File: config.mk
export PLATFORM = sky130hd
export DESIGN_NAME = mem_arbiter
export DESIGN_NICKNAME = d
export VERILOG_FILES = /design/src/rtl/mem_arbiter.sv
export SDC_FILE = /design/constraint.sdc
export NUM_CORES = 1
export LEC_CHECK = 0
export CORE_ASPECT_RATIO = 1.25
export CORE_UTILIZATION = 38
export CTS_BUF_LIST = sky130_fd_sc_hd__clkbuf_16
export CTS_CLUSTER_SIZE = 8
export DETAILED_ROUTE_END_ITERATION = 10
export PLACE_DENSITY = 0.76
export REMOVE_ABC_BUFFERS = 1
export SYNTH_ARGS = -nofsm -noshare
export SYNTH_HDL_FRONTEND = slang
export SYNTH_SLANG_ARGS = --single-unit
File: constraint.sdc
create_clock -name clk_i -period 1.4 [get_ports clk_i]
set_input_delay 0.28 -clock clk_i [delete_from_list [all_inputs] [get_ports clk_i]]
set_output_delay 0.28 -clock clk_i [all_outputs]
set_load 0.02 [all_outputs]
File: src/rtl/mem_arbiter.sv
// -----------------------------------------------------------------------------
// mem_arbiter
//
// Purpose
//   Two-requester arbiter in front of a single-port memory. A request is
//   accepted only while the arbiter is idle; ties are resolved round-robin
//   against the requester that completed last. The accepted request is replayed
//   to the memory as a one-cycle strobe, the arbiter then waits for the memory's
//   ready (or a timeout), and finally returns a one-cycle ack, with read data
//   and an error flag, to the requester that was granted.
//
// Ports
//   clk_i, rst_i            clock (rising edge) / asynchronous active-low reset
//   reqN_valid_i            requester N has a pending request (N = 0, 1)
//   reqN_wr_rd_en_i         1 = write, 0 = read
//   reqN_addr_i/_wdata_i    request address / write data
//   reqN_ack_o              one-cycle completion pulse
//   reqN_rdata_o/_err_o     read data / timeout flag, valid only with ack
//   mem_valid_o             one-cycle memory request strobe
//   mem_wr_rd_en_o          memory direction, 1 = write
//   mem_addr_o/_wdata_o     memory address / write data (held until next grant)
//   mem_ready_i             memory completion strobe
//   mem_rdata_i             memory read data, valid with mem_ready_i
//   busy_o                  1 whenever a transaction is in flight
//   grant_o                 requester currently or most recently served
// -----------------------------------------------------------------------------
module mem_arbiter #(
    parameter int DATA_W      = 16,
    parameter int ADDR_W      = 6,
    parameter int TIMEOUT_CYC = 8
) (
    input  logic              clk_i,
    input  logic              rst_i,

    input  logic              req0_valid_i,
    input  logic              req0_wr_rd_en_i,
    input  logic [ADDR_W-1:0] req0_addr_i,
    input  logic [DATA_W-1:0] req0_wdata_i,
    output logic              req0_ack_o,
    output logic [DATA_W-1:0] req0_rdata_o,
    output logic              req0_err_o,

    input  logic              req1_valid_i,
    input  logic              req1_wr_rd_en_i,
    input  logic [ADDR_W-1:0] req1_addr_i,
    input  logic [DATA_W-1:0] req1_wdata_i,
    output logic              req1_ack_o,
    output logic [DATA_W-1:0] req1_rdata_o,
    output logic              req1_err_o,

    output logic              mem_valid_o,
    output logic              mem_wr_rd_en_o,
    output logic [ADDR_W-1:0] mem_addr_o,
    output logic [DATA_W-1:0] mem_wdata_o,
    input  logic              mem_ready_i,
    input  logic [DATA_W-1:0] mem_rdata_i,

    output logic              busy_o,
    output logic              grant_o
);

    typedef enum logic [1:0] {
        ST_IDLE  = 2'd0,
        ST_ISSUE = 2'd1,
        ST_WAIT  = 2'd2,
        ST_DONE  = 2'd3
    } state_t;

    // Last WAIT-cycle count before giving up; counter is 8 bits wide so the
    // full 1..255 timeout range fits.
    localparam logic [7:0] CNT_LAST = 8'(TIMEOUT_CYC - 1);

    // ------------------------------------------------------------------
    // State and registered outputs
    // ------------------------------------------------------------------
    state_t            r_state;
    logic [7:0]        r_cnt;
    logic              r_last_grant;
    logic              r_grant;
    logic              r_busy;
    logic              r_mem_valid;
    logic              r_mem_wr;
    logic [ADDR_W-1:0] r_mem_addr;
    logic [DATA_W-1:0] r_mem_wdata;
    logic [1:0]        r_ack;
    logic [1:0]        r_err;
    logic [DATA_W-1:0] r_rdata [2];

    // ------------------------------------------------------------------
    // Next-state values
    // ------------------------------------------------------------------
    state_t            w_state_next;
    logic [7:0]        w_cnt_next;
    logic              w_last_grant_next;
    logic              w_grant_next;
    logic              w_busy_next;
    logic              w_mem_valid_next;
    logic              w_mem_wr_next;
    logic [ADDR_W-1:0] w_mem_addr_next;
    logic [DATA_W-1:0] w_mem_wdata_next;
    logic [1:0]        w_ack_next;
    logic [1:0]        w_err_next;
    logic [DATA_W-1:0] w_rdata_next [2];

    // Arbitration decision, only meaningful in IDLE.
    logic              w_any_valid;
    logic              w_pick;

    assign w_any_valid = req0_valid_i | req1_valid_i;
    // Tie goes to whoever was not served last; otherwise the lone requester.
    assign w_pick      = (req0_valid_i & req1_valid_i) ? ~r_last_grant : req1_valid_i;

    // ------------------------------------------------------------------
    // Next-state / output logic
    // ------------------------------------------------------------------
    always_comb begin
        w_state_next      = r_state;
        w_cnt_next        = r_cnt;
        w_last_grant_next = r_last_grant;
        w_grant_next      = r_grant;
        w_mem_valid_next  = 1'b0;
        w_mem_wr_next     = r_mem_wr;
        w_mem_addr_next   = r_mem_addr;
        w_mem_wdata_next  = r_mem_wdata;
        // Completion outputs are nonzero only while in DONE: they are loaded
        // on the WAIT->DONE transition and fall back to zero on every other
        // edge, which also clears them when DONE exits.
        w_ack_next        = 2'b00;
        w_err_next        = 2'b00;
        w_rdata_next[0]   = '0;
        w_rdata_next[1]   = '0;

        unique case (r_state)
            ST_IDLE: begin
                if (w_any_valid) begin
                    w_grant_next     = w_pick;
                    w_mem_wr_next    = w_pick ? req1_wr_rd_en_i : req0_wr_rd_en_i;
                    w_mem_addr_next  = w_pick ? req1_addr_i     : req0_addr_i;
                    w_mem_wdata_next = w_pick ? req1_wdata_i    : req0_wdata_i;
                    w_mem_valid_next = 1'b1;
                    w_state_next     = ST_ISSUE;
                end
            end

            ST_ISSUE: begin
                w_cnt_next   = '0;
                w_state_next = ST_WAIT;
            end

            ST_WAIT: begin
                w_cnt_next = r_cnt + 8'd1;
                // Ready is tested first so it wins over a coincident timeout.
                if (mem_ready_i) begin
                    w_state_next          = ST_DONE;
                    w_ack_next[r_grant]   = 1'b1;
                    w_rdata_next[r_grant] = r_mem_wr ? '0 : mem_rdata_i;
                end else if (r_cnt == CNT_LAST) begin
                    w_state_next        = ST_DONE;
                    w_ack_next[r_grant] = 1'b1;
                    w_err_next[r_grant] = 1'b1;
                end
            end

            ST_DONE: begin
                w_last_grant_next = r_grant;
                w_state_next      = ST_IDLE;
            end

            default: begin
                w_state_next = ST_IDLE;
            end
        endcase

        w_busy_next = (w_state_next != ST_IDLE);
    end

    // ------------------------------------------------------------------
    // State register
    // ------------------------------------------------------------------
    always_ff @(posedge clk_i or negedge rst_i) begin
        if (!rst_i) begin
            r_state      <= ST_IDLE;
            r_cnt        <= '0;
            // Pretend requester 1 went last so requester 0 wins the first tie.
            r_last_grant <= 1'b1;
            r_grant      <= 1'b0;
            r_busy       <= 1'b0;
            r_mem_valid  <= 1'b0;
            r_mem_wr     <= 1'b0;
            r_mem_addr   <= '0;
            r_mem_wdata  <= '0;
            r_ack        <= 2'b00;
            r_err        <= 2'b00;
            r_rdata[0]   <= '0;
            r_rdata[1]   <= '0;
        end else begin
            r_state      <= w_state_next;
            r_cnt        <= w_cnt_next;
            r_last_grant <= w_last_grant_next;
            r_grant      <= w_grant_next;
            r_busy       <= w_busy_next;
            r_mem_valid  <= w_mem_valid_next;
            r_mem_wr     <= w_mem_wr_next;
            r_mem_addr   <= w_mem_addr_next;
            r_mem_wdata  <= w_mem_wdata_next;
            r_ack        <= w_ack_next;
            r_err        <= w_err_next;
            r_rdata[0]   <= w_rdata_next[0];
            r_rdata[1]   <= w_rdata_next[1];
        end
    end

    // ------------------------------------------------------------------
    // Output mapping (all driven straight from registers)
    // ------------------------------------------------------------------
    assign req0_ack_o     = r_ack[0];
    assign req0_err_o     = r_err[0];
    assign req0_rdata_o   = r_rdata[0];
    assign req1_ack_o     = r_ack[1];
    assign req1_err_o     = r_err[1];
    assign req1_rdata_o   = r_rdata[1];

    assign mem_valid_o    = r_mem_valid;
    assign mem_wr_rd_en_o = r_mem_wr;
    assign mem_addr_o     = r_mem_addr;
    assign mem_wdata_o    = r_mem_wdata;

    assign busy_o         = r_busy;
    assign grant_o        = r_grant;

endmodule

== Yosys cells after proc, flatten, opt, wreduce, memory -nomap -nowiden ==
Cells that the tools add are included.

* Flip-flop bits (word level): 73
* Bits of input ports: 67
* Logic and storage cells: 56

* Add/subtract/negate cells: 1
* $lt $le $gt $ge: 4
* Eq/ne operators: 4
* Multiplexer cells: 23
* Bitwise operators: 5
* Reduce and logical (&&, ||, !) cells: 6

{| class="wikitable"
|+ Operator list
! kind !! count
|-
| 32-bit two-way mux || 2
|-
| 16-bit two-way mux || 3
|-
| 32-bit bitwise AND || 1
|-
| 16-bit demux with 1-bit select || 1
|-
| 2-bit two-way mux || 8
|-
| 8-bit case mux with 2 select lines || 1
|-
| 8-bit by 1-bit adder with 8-bit output (second input constant) || 1
|-
| 8-bit by 3-bit == test with 1-bit output (second input constant) || 1
|-
| 2-bit case mux with 4 select lines || 1
|-
| 6-bit two-way mux || 1
|-
| 1-bit two-way mux || 5
|-
| 2-bit == test (second input constant) || 2
|-
| 2-bit nonzero test || 2
|-
| 2-bit by 1-bit == test with 1-bit output (second input constant) || 1
|-
| 2-bit greater-or-equal comparator (second input constant) || 1
|-
| 1-bit logical AND || 2
|-
| 2-bit logical NOT || 1
|-
| 1-bit by 2-bit < comparator with 1-bit output (second input constant) || 1
|-
| 2-bit by 1-bit < comparator with 1-bit output (second input constant) || 1
|-
| 1-bit inverter with 2-bit output || 1
|-
| 2-bit AND reduction || 1
|-
| 1-bit bitwise AND || 1
|-
| 1-bit demux with 1-bit select || 1
|-
| 1-bit greater-or-equal comparator (second input constant) || 1
|-
| 2 further kinds || 2
|}

== Longest topological paths before layout ==
Gate-level depths: netlist of run 1.

* Depth after elaboration: 8
* Gate-level depth with buffers: 7

== Worst setup path before layout of run 1 ==
Ideal clock, no wire load.

* Path kind: flip-flop to flip-flop
* Start: register r_state[0]
* End: register r_cnt[5]
* Arrival: 1.399 ns
* Setup slack: -0.077 ns
* Cell stages (with the launch flop): 6
* Path buffers: 0
* Period minus slack after synthesis: 1.477 ns
* Cell sequence: dfrtp_1 -> inv_1 -> ha_1 -> nand4_2 -> or3_1 -> a21oi_1

* Longest elaborated chain between the ends: 2
* Elaborated cells between the ends (all ways): 4
* Those cells by class: eq/ne (2); mux (1); reduce/logical (1)

{| class="wikitable"
|+ Ends and longest elaborated chain
! item !! RTL line !! text
|-
| from (decl) || 76 || <nowiki>state_t r_state;</nowiki>
|-
| from (signal assigned) || 197 || <nowiki>r_state <= w_state_next;</nowiki>
|-
| 2-bit == test or 2-bit by 1-bit == test with 1-bit output (tied branches) || 133 || <nowiki>unique case (r_state)</nowiki>
|-
| 8-bit case mux with 2 select lines or 2-bit nonzero test (tied branches) || - ||
|-
| to (signal assigned) || 198 || <nowiki>r_cnt <= w_cnt_next;</nowiki>
|-
| to (decl) || 77 || <nowiki>logic [7:0] r_cnt;</nowiki>
|}

Several ways; a longest one is shown, not always the timed one.
A chain may end at the register's enable or synchronous reset.

== Final worst setup path of run 1 ==
* Start: register r_state[0]
* End: register r_busy, in the netlist busy_o

* Longest elaborated chain between the ends: 4
* Elaborated cells between the ends (all ways): 9
* Those cells by class: eq/ne (3); mux (4); reduce/logical (2)

{| class="wikitable"
|+ Ends and longest elaborated chain
! item !! RTL line !! text
|-
| 2-bit two-way mux || 157 || <nowiki>end else if (r_cnt == CNT_LAST) begin</nowiki>
|-
| 2-bit two-way mux || 153 || <nowiki>if (mem_ready_i) begin</nowiki>
|-
| 2-bit case mux with 4 select lines (*) || 133 ||
|-
| 2-bit nonzero test (*) || 174 || <nowiki>w_busy_next = (w_state_next != ST_IDLE);</nowiki>
|-
| named net w_busy_next || 96 || <nowiki>logic w_busy_next;</nowiki>
|-
| to (signal assigned) || 201 || <nowiki>r_busy <= w_busy_next;</nowiki>
|-
| to (decl) || 80 || <nowiki>logic r_busy;</nowiki>
|}

The timed path passes the listed nets; every way through them passes the cells marked *.

==> results of run 1 <==
## Yosys cell counts (all sizes together)
cell type  instances  share of area, %
a22oi              1              0.25
dfstp              1              0.89
clkbuf             5              0.63
o21ai             30               5.1
buf                9               2.1
inv                9               1.1
xor2               1              0.30
nand3b             1              0.25
nor3               2              0.34
nand2             29               3.7
or4                1              0.25
a22o               1              0.30
or3                2              0.42
dfrtp             72                61
o211ai             2              0.51
a21bo              1              0.34
mux2i             24               8.1
nand4              3              0.84
nor4               2              0.42
or4b               1              0.34
a21oi              3              0.51
a41oi              1              0.30
ha                 5               2.1
nand3              7               1.3
nand2b            17               3.6
nor2              37               4.7
mux2               1              0.38
o221ai             1              0.30
## metrics by stage
step	setup WS (ns)	instance area (um^2)	cells	TNS (ns)	hold slack (ns)
floorplan	-0.866	2890	255	-21.57	-0.0156
global placement	-0.264	4520	498	-5.77	0.212
detailed placement	-0.312	4520	498	-7.31	0.216
CTS	-0.0442	4780	515	-0.0442	0.412
global route	-0.119	4840	516	-1.22	0.439
finish	-0.0636	4840	516	-0.133	0.414
## cells by family after synthesis
family / Yosys count / share of synthesized area (%)
and+or+nand+nor: 102 / 16.1
DFF: 73 / 61.6
AOI/OAI and AO/OA: 40 / 7.54
muxes: 25 / 8.47
buffers and inverters: 23 / 3.88
adders and majority gates: 5 / 2.11
xor gates and xnor gates: 1 / 0.295
## power groups by stage
stage,registers [W],logic (W),clock network (W)
floorplan,0.00356,0.00123,0
global placement,0.00296,0.00370,0
detailed placement,0.00299,0.00381,0
CTS,0.00294,0.00362,0.00222
global route,0.00299,0.00405,0.00232
finish,0.00293,0.00370,0.00217
## flip-flops by register name, indices dropped and copies added (netlist names), 2 cells and up
register      cells
r_err             2
req0_rdata_o     16
mem_addr_o        6
r_cnt             8
req1_rdata_o     16
r_state           2
r_ack             2
mem_wdata_o      16
## what timing repair did
action                                  4_1_cts  5_1_grt
endpoints found under the hold margin        23        0
resized for setup                            74       16
setup buffers                                 0        1
pin swaps                                     5        2
hold buffers                                  1        0
endpoints found under the setup margin       95       42
## layer usage
layer	wire [um]	global-route usage [%]	up-vias	share of wire, %
li1	-	-	1198	-
met1	2970	22.7	1161	39
met2	4130	34.1	83	54
met3	339	3.98	18	4.4
met4	247	10.6	0	3.2
met5	0	0	-	0
## worst paths after layout
kind / from / slack [ns] / cells after the start / to
min: rst_i / 0.41 / 2 / mem_valid_o
min in group clk_i: mem_wdata_o[5] / 0.48 / 2 / mem_wdata_o[5]
max in group asynchronous: rst_i / 0.45 / 3 / r_last_grant
max reg2reg: r_state[0] / -0.06 / 5 / busy_o
min reg2reg: mem_wdata_o[5] / 0.48 / 2 / mem_wdata_o[5]
max: r_state[0] / -0.06 / 5 / busy_o
## layout by cell type (no fill, tap or decap), types with 8 or more instances in the layout
cell             count
buf_4               18
clkdlybuf4s50_1     65
o21ai_1             21
dfrtp_1             72
nand2_1             29
dlygate4sd2_1       62
nand2b_1            17
nor2_1              31
clkbuf_16            9
mux2i_1             24
inv_1                8
## final cells by class
type	instances	area share, %
Timing Repair Buffer	153	30.0
Clock inverter	7	1.29
Clock buffer	9	4.65
Tap cell	92	2.38
Inverter	9	0.698
Multi-Input combinational cell	173	23.2
Sequential cell	73	37.8
==> impl_results.md, run 1 <==
* Peak per-stage delay on the critical path at 0.46 ns
* Rows at 35
* Ant. Diodes at 0
* Final setup margin at -0.0636 ns
* Fin crit share at 105%
* Fin util at between 60% and 70%
* Sequential area share after synthesis at 61.6%
* Initial core utilization at approximately 40%
* Worst Path Arrival at 1.65 ns
* Sequential cell area at between 1500 and 2000 um^2
* Final-report max-slew violation count at 0
* Final WL at 7680 um
* Static leakage at between 2 and 2.5 nW
* First-pass detailed-route iteration total at 6
* Crit Path Class: register to register
* Iter 0 DRT Violations at 100
* Critical path required time at between 1.5 and 2 ns
* Reg clk slew, reported paths at around 0.06 ns
* Delay-heaviest family, CP: simple AND/OR/NAND/NOR gates
* P_sw at around 0.0032 W
* Fmax at slightly below 0.7 GHz
* Power Density at 1820 nW/um^2
* First-pass GRT wire length at 12000 um
* Total power at 0.00880 W
* Number of buffers and inverters on the critical path at 1
* Vias at 2460
* DR WL/cell at roughly 15 um
* Vias per cell at about 4.8
* Root Driver: clkbuf_16
* Peak supply drop at around 1500 uV
* Initial antenna violation count at 0
* Largest net degree at the start of global routing at 40
* Combinational share of power at a little over two fifths
* Core ar. at 7490 um^2
* Chip Height at 101 um
* TritonCTS clock tree: done
* RSZ-0062 raised after global routing: true
* Area of the multi-input gates at 1120 um^2
* Slowest stage cell, crit path: or4b_4
* Crit-path cells: inv_2 -> ha_4 -> or4b_4 -> o21ai_2 -> a22oi_1
* Setup violators final at 5
* Synth cell types at 33
* Antenna Violating Nets Remaining at 0
* Least-Margin Pin Slew at about 0.39 ns
* Fin nets at around 500
* GRT overflow at 0
* Mapped Cells at about 270
* Number of global-route vias before repair at between 2000 and 3000
* Outcome: finished with violations
* Dpl hpwl at around 5700 um
* Yosys warnings at 0
* Clock power frac at approximately a quarter
* Crit end category: register
* Filler cells at a little over 600
* MaxCap Viol Count at 0
* Crit Path Max Fanout at 3
* # IOs at between 100 and 150
* Sw Ratio at 35.8%
* Total track usage at 19.8%
* Rel. slew slack at between 70 and 80%
* Die Wd at just over 80 um
* Mapped cell area at 2970 um^2
* CTS buffer count at 9
* Critical Path Source Type: register
* Internal power at around 0.0056 W
* Worst hold-check path type: input pin to async pin
* Failing checks: setup timing
* Time the worst path needs with I/O delays and setup at 1.46 ns
* Clk_lat worst skew at 0.32 ns
* Final Hold Fails at 0
* Share of cells above drive strength 1 at ~14%
* Placer congestion estimate at around 0.86
* Max clock buf depth at 2
* Port Buffers at approximately 130
* Seq cells post-synth at 73
* Clk_skew at around 0.0053 ns
* Total die area at a little over 8000 um^2
* Sequential share of power at between 30 and 40%
* DR DRC count at 0
* P&R area growth vs syn at 63.1%
* CTS H-tree depth at 3
* # clock sinks at 73
* Post-Syn Area per Cell at ~11 um^2
No activity file was read; power rests on OpenSTA's default activity.
==> inputs of run 2 (changes only) <==
- CTS_CLUSTER_SIZE: 8 -> 40
==> results of run 2 <==
The final DEF is identical to that of run 1; final timing and power are the same.
==> inputs of run 3 (changes only) <==
- CELL_PAD_IN_SITES_DETAIL_PLACEMENT: default -> 1
- CELL_PAD_IN_SITES_GLOBAL_PLACEMENT: default -> 1
- CORE_UTILIZATION: 38 -> 28
- PLACE_DENSITY: 0.76 -> default
- PLACE_DENSITY_LB_ADDON: default -> 0.1
==> run 3 against run 2 <==
  * The flow still finishes with violations (setup timing)
  * Count of clock-buffer cells in the layout is the same
  * Fmax about the same
  * Global-route usage fell by 3.6 points
  * Critical path depth did not move
  * Setup slack improved by 0.00059 ns
  * Die area rose by 35%
  * Design area increased by 2.5%
  * Combinational power grew 5%
  * Via count rose by 4.5%
  * Clock skew up 0.0023 ns
  * Routed wire length up 13%
  * Sequential cell count is the same
  * Critical path type unchanged
==> impl_results.md, run 3 (synthesized netlist as in run 1, its figures left out) <==
* # IOs at roughly 130
* Post-placement setup slack at -0.318 ns
* Placer congestion estimate at 0.802
* Largest net degree at the start of global routing at 36
* Combinational share of power at ~44%
* DR DRC count at 0
* TritonCTS clock tree: done
* First-pass detailed-route iteration total at 4
* Fin nets at about 500
* Setup TNS at -0.134 ns
* Chip Height at between 100 and 150 um
* Vias at between 2000 and 3000
* P_sw at roughly 0.0033 W
* Sequential share of power at 32.8%
* Crit end category: register
* Dpl hpwl at 6200 um
* Total die area at about 11000 um^2
* P&R area growth vs syn at 67.1%
* Sw Ratio at 37.2%
* Critical Path Source Type: register
* CTS H-tree depth at 3
* Least-Margin Pin Slew at between 0.3 and 0.4 ns
* Cell area after layout at 4960 um^2
* Initial core utilization at roughly 29%
* Post-route non-filler standard cell count at 560
* Time the worst path needs with I/O delays and setup at around 1.5 ns
* Area after DPL at 4640 um^2
* RSZ-0062 raised after global routing: true
* Die Wd at between 90 and 100 um
* Port Buffers at ~130
* Final setup margin at -0.0630 ns
* Fin crit share at 105%
* Final Hold Fails at 0
* Commonest non-fill, non-tap cells in the layout: dfrtp_1, clkdlybuf4s50_1, dlygate4sd2_1
* Final-report max-slew violation count at 0
* Clock power frac at a little under a quarter
* Filler cells at 1130
* Most common cell after layout, fill and taps aside: dfrtp_1
* Setup violators final at 3
* MaxCap Viol Count at 0
* Total track usage at 16.2%
* Failing checks: setup timing
* Initial antenna violation count at 0
* Crit Path Class: register to register
* Core ar. at about 10000 um^2
* Fmax at 0.684 GHz
* Final WL at between 8000 and 9000 um
* Rel. slew slack at between 70% and 80%
* Antenna Violating Nets Remaining at 0
* Share of cells above drive strength 1 at 15.1%
* Worst Path Arrival at 1.66 ns
* # clock sinks at 73
* DR WL/cell at roughly 15 um
* Reg clk slew, reported paths at 0.06 ns
* Ant. Diodes at 0
* Clk_skew at ~0.0076 ns
* First-pass GRT wire length at around 13000 um
* Vias per cell at about 4.6
* Clk_lat worst skew at about 0.33 ns
* Internal power at between 0.005 and 0.006 W
* Peak supply drop at between 600 and 700 uV
* Max clock buf depth at 2
* Root Driver: clkbuf_16
* CTS buffer count at 9
* Power Density at between 1500 and 2000 nW/um^2
* GRT overflow at 0
* Worst hold-check path type: input pin to async pin
* Post-CTS setup buffers at 0
* Critical path required time at between 1.5 and 2 ns
* Outcome: finished with violations
* Iter 0 DRT Violations at 41
* Rows at between 40 and 50
* Area of the multi-input gates at approximately 1100 um^2
* Number of global-route vias before repair at approximately 2700
* Sequential cell area at approximately 1800 um^2
* Crit Path Max Fanout at 3
* Static leakage at 2.48 nW
* Post-Place Cells at 542
-- run 3: cell types whose count changed in the layout (fill, tap and decap cells not counted), sizes merged --
cell           delta
clkinv            +1
clkdlybuf4s15     +1
buf               +6
clkbuf            +1
bufinv            -1
dlygate4sd2       -1
-- run 3: power groups by stage --
stage | clock network (W) | logic [W] | registers, W
floorplan | 0 | 0.00123 | 0.00356
global placement | 0 | 0.00390 | 0.00294
detailed placement | 0 | 0.00399 | 0.00296
CTS | 0.00217 | 0.00379 | 0.00291
global route | 0.00225 | 0.00426 | 0.00298
finish | 0.00208 | 0.00389 | 0.00291
-- run 3: worst max-delay path: stages (launching register included) --
cell and delay (ns):
dfrtp_1 0.40, inv_2 0.12, ha_4 0.15, or4b_4 0.47
o21ai_4 0.09, a22oi_1 0.11
-- run 3: layout make-up --
| type | count | share of cell area, % |
|---|---|---|
| clock buffers | 9 | 4.54 |
| clock inverters | 7 | 0.933 |
| inverters | 9 | 0.681 |
| multi-input cells | 173 | 22.7 |
| flip-flops and latches | 73 | 36.8 |
| well taps | 129 | 3.25 |
| repair buffers | 160 | 31.1 |
-- run 3: final timing paths --
kind	start	endpoint	slack, ns	depth (start not counted)
max	r_state[0]	busy_o	-0.06	5
max reg2reg	r_state[0]	busy_o	-0.06	5
min	rst_i	mem_wdata_o[5]	0.39	2
min in group clk_i	mem_wdata_o[14]	mem_wdata_o[14]	0.48	2
max in group asynchronous	rst_i	req1_rdata_o[1]	0.54	3
min reg2reg	mem_wdata_o[14]	mem_wdata_o[14]	0.48	2
-- run 3: metrics by stage --
step                util, %  power, W  hold slack, ns
finish                 48.6   0.00887           0.390
global placement       45.4   0.00684           0.207
floorplan                 -   0.00479         -0.0156
global route           48.6   0.00950           0.414
CTS                    47.8   0.00887           0.393
detailed placement     45.4   0.00695           0.207
-- run 3: routing by layer --
metal | vias to the layer above | share of wire [%] | track usage, %
li1 | 1217 | - | -
met1 | 1237 | 39 | 17.6
met2 | 103 | 50 | 27.5
met3 | 13 | 8.5 | 6.91
met4 | 0 | 2.1 | 7.18
met5 | - | 0 | 0
-- run 3: repair_timing --
action | CTS | global route
pin swaps | 5 | 2
endpoints found under the setup margin | 92 | 52
gates resized for setup | 70 | 15
hold endpoints to repair | 18 | 0
hold buffers | 1 | 0
cloned | 0 | 1
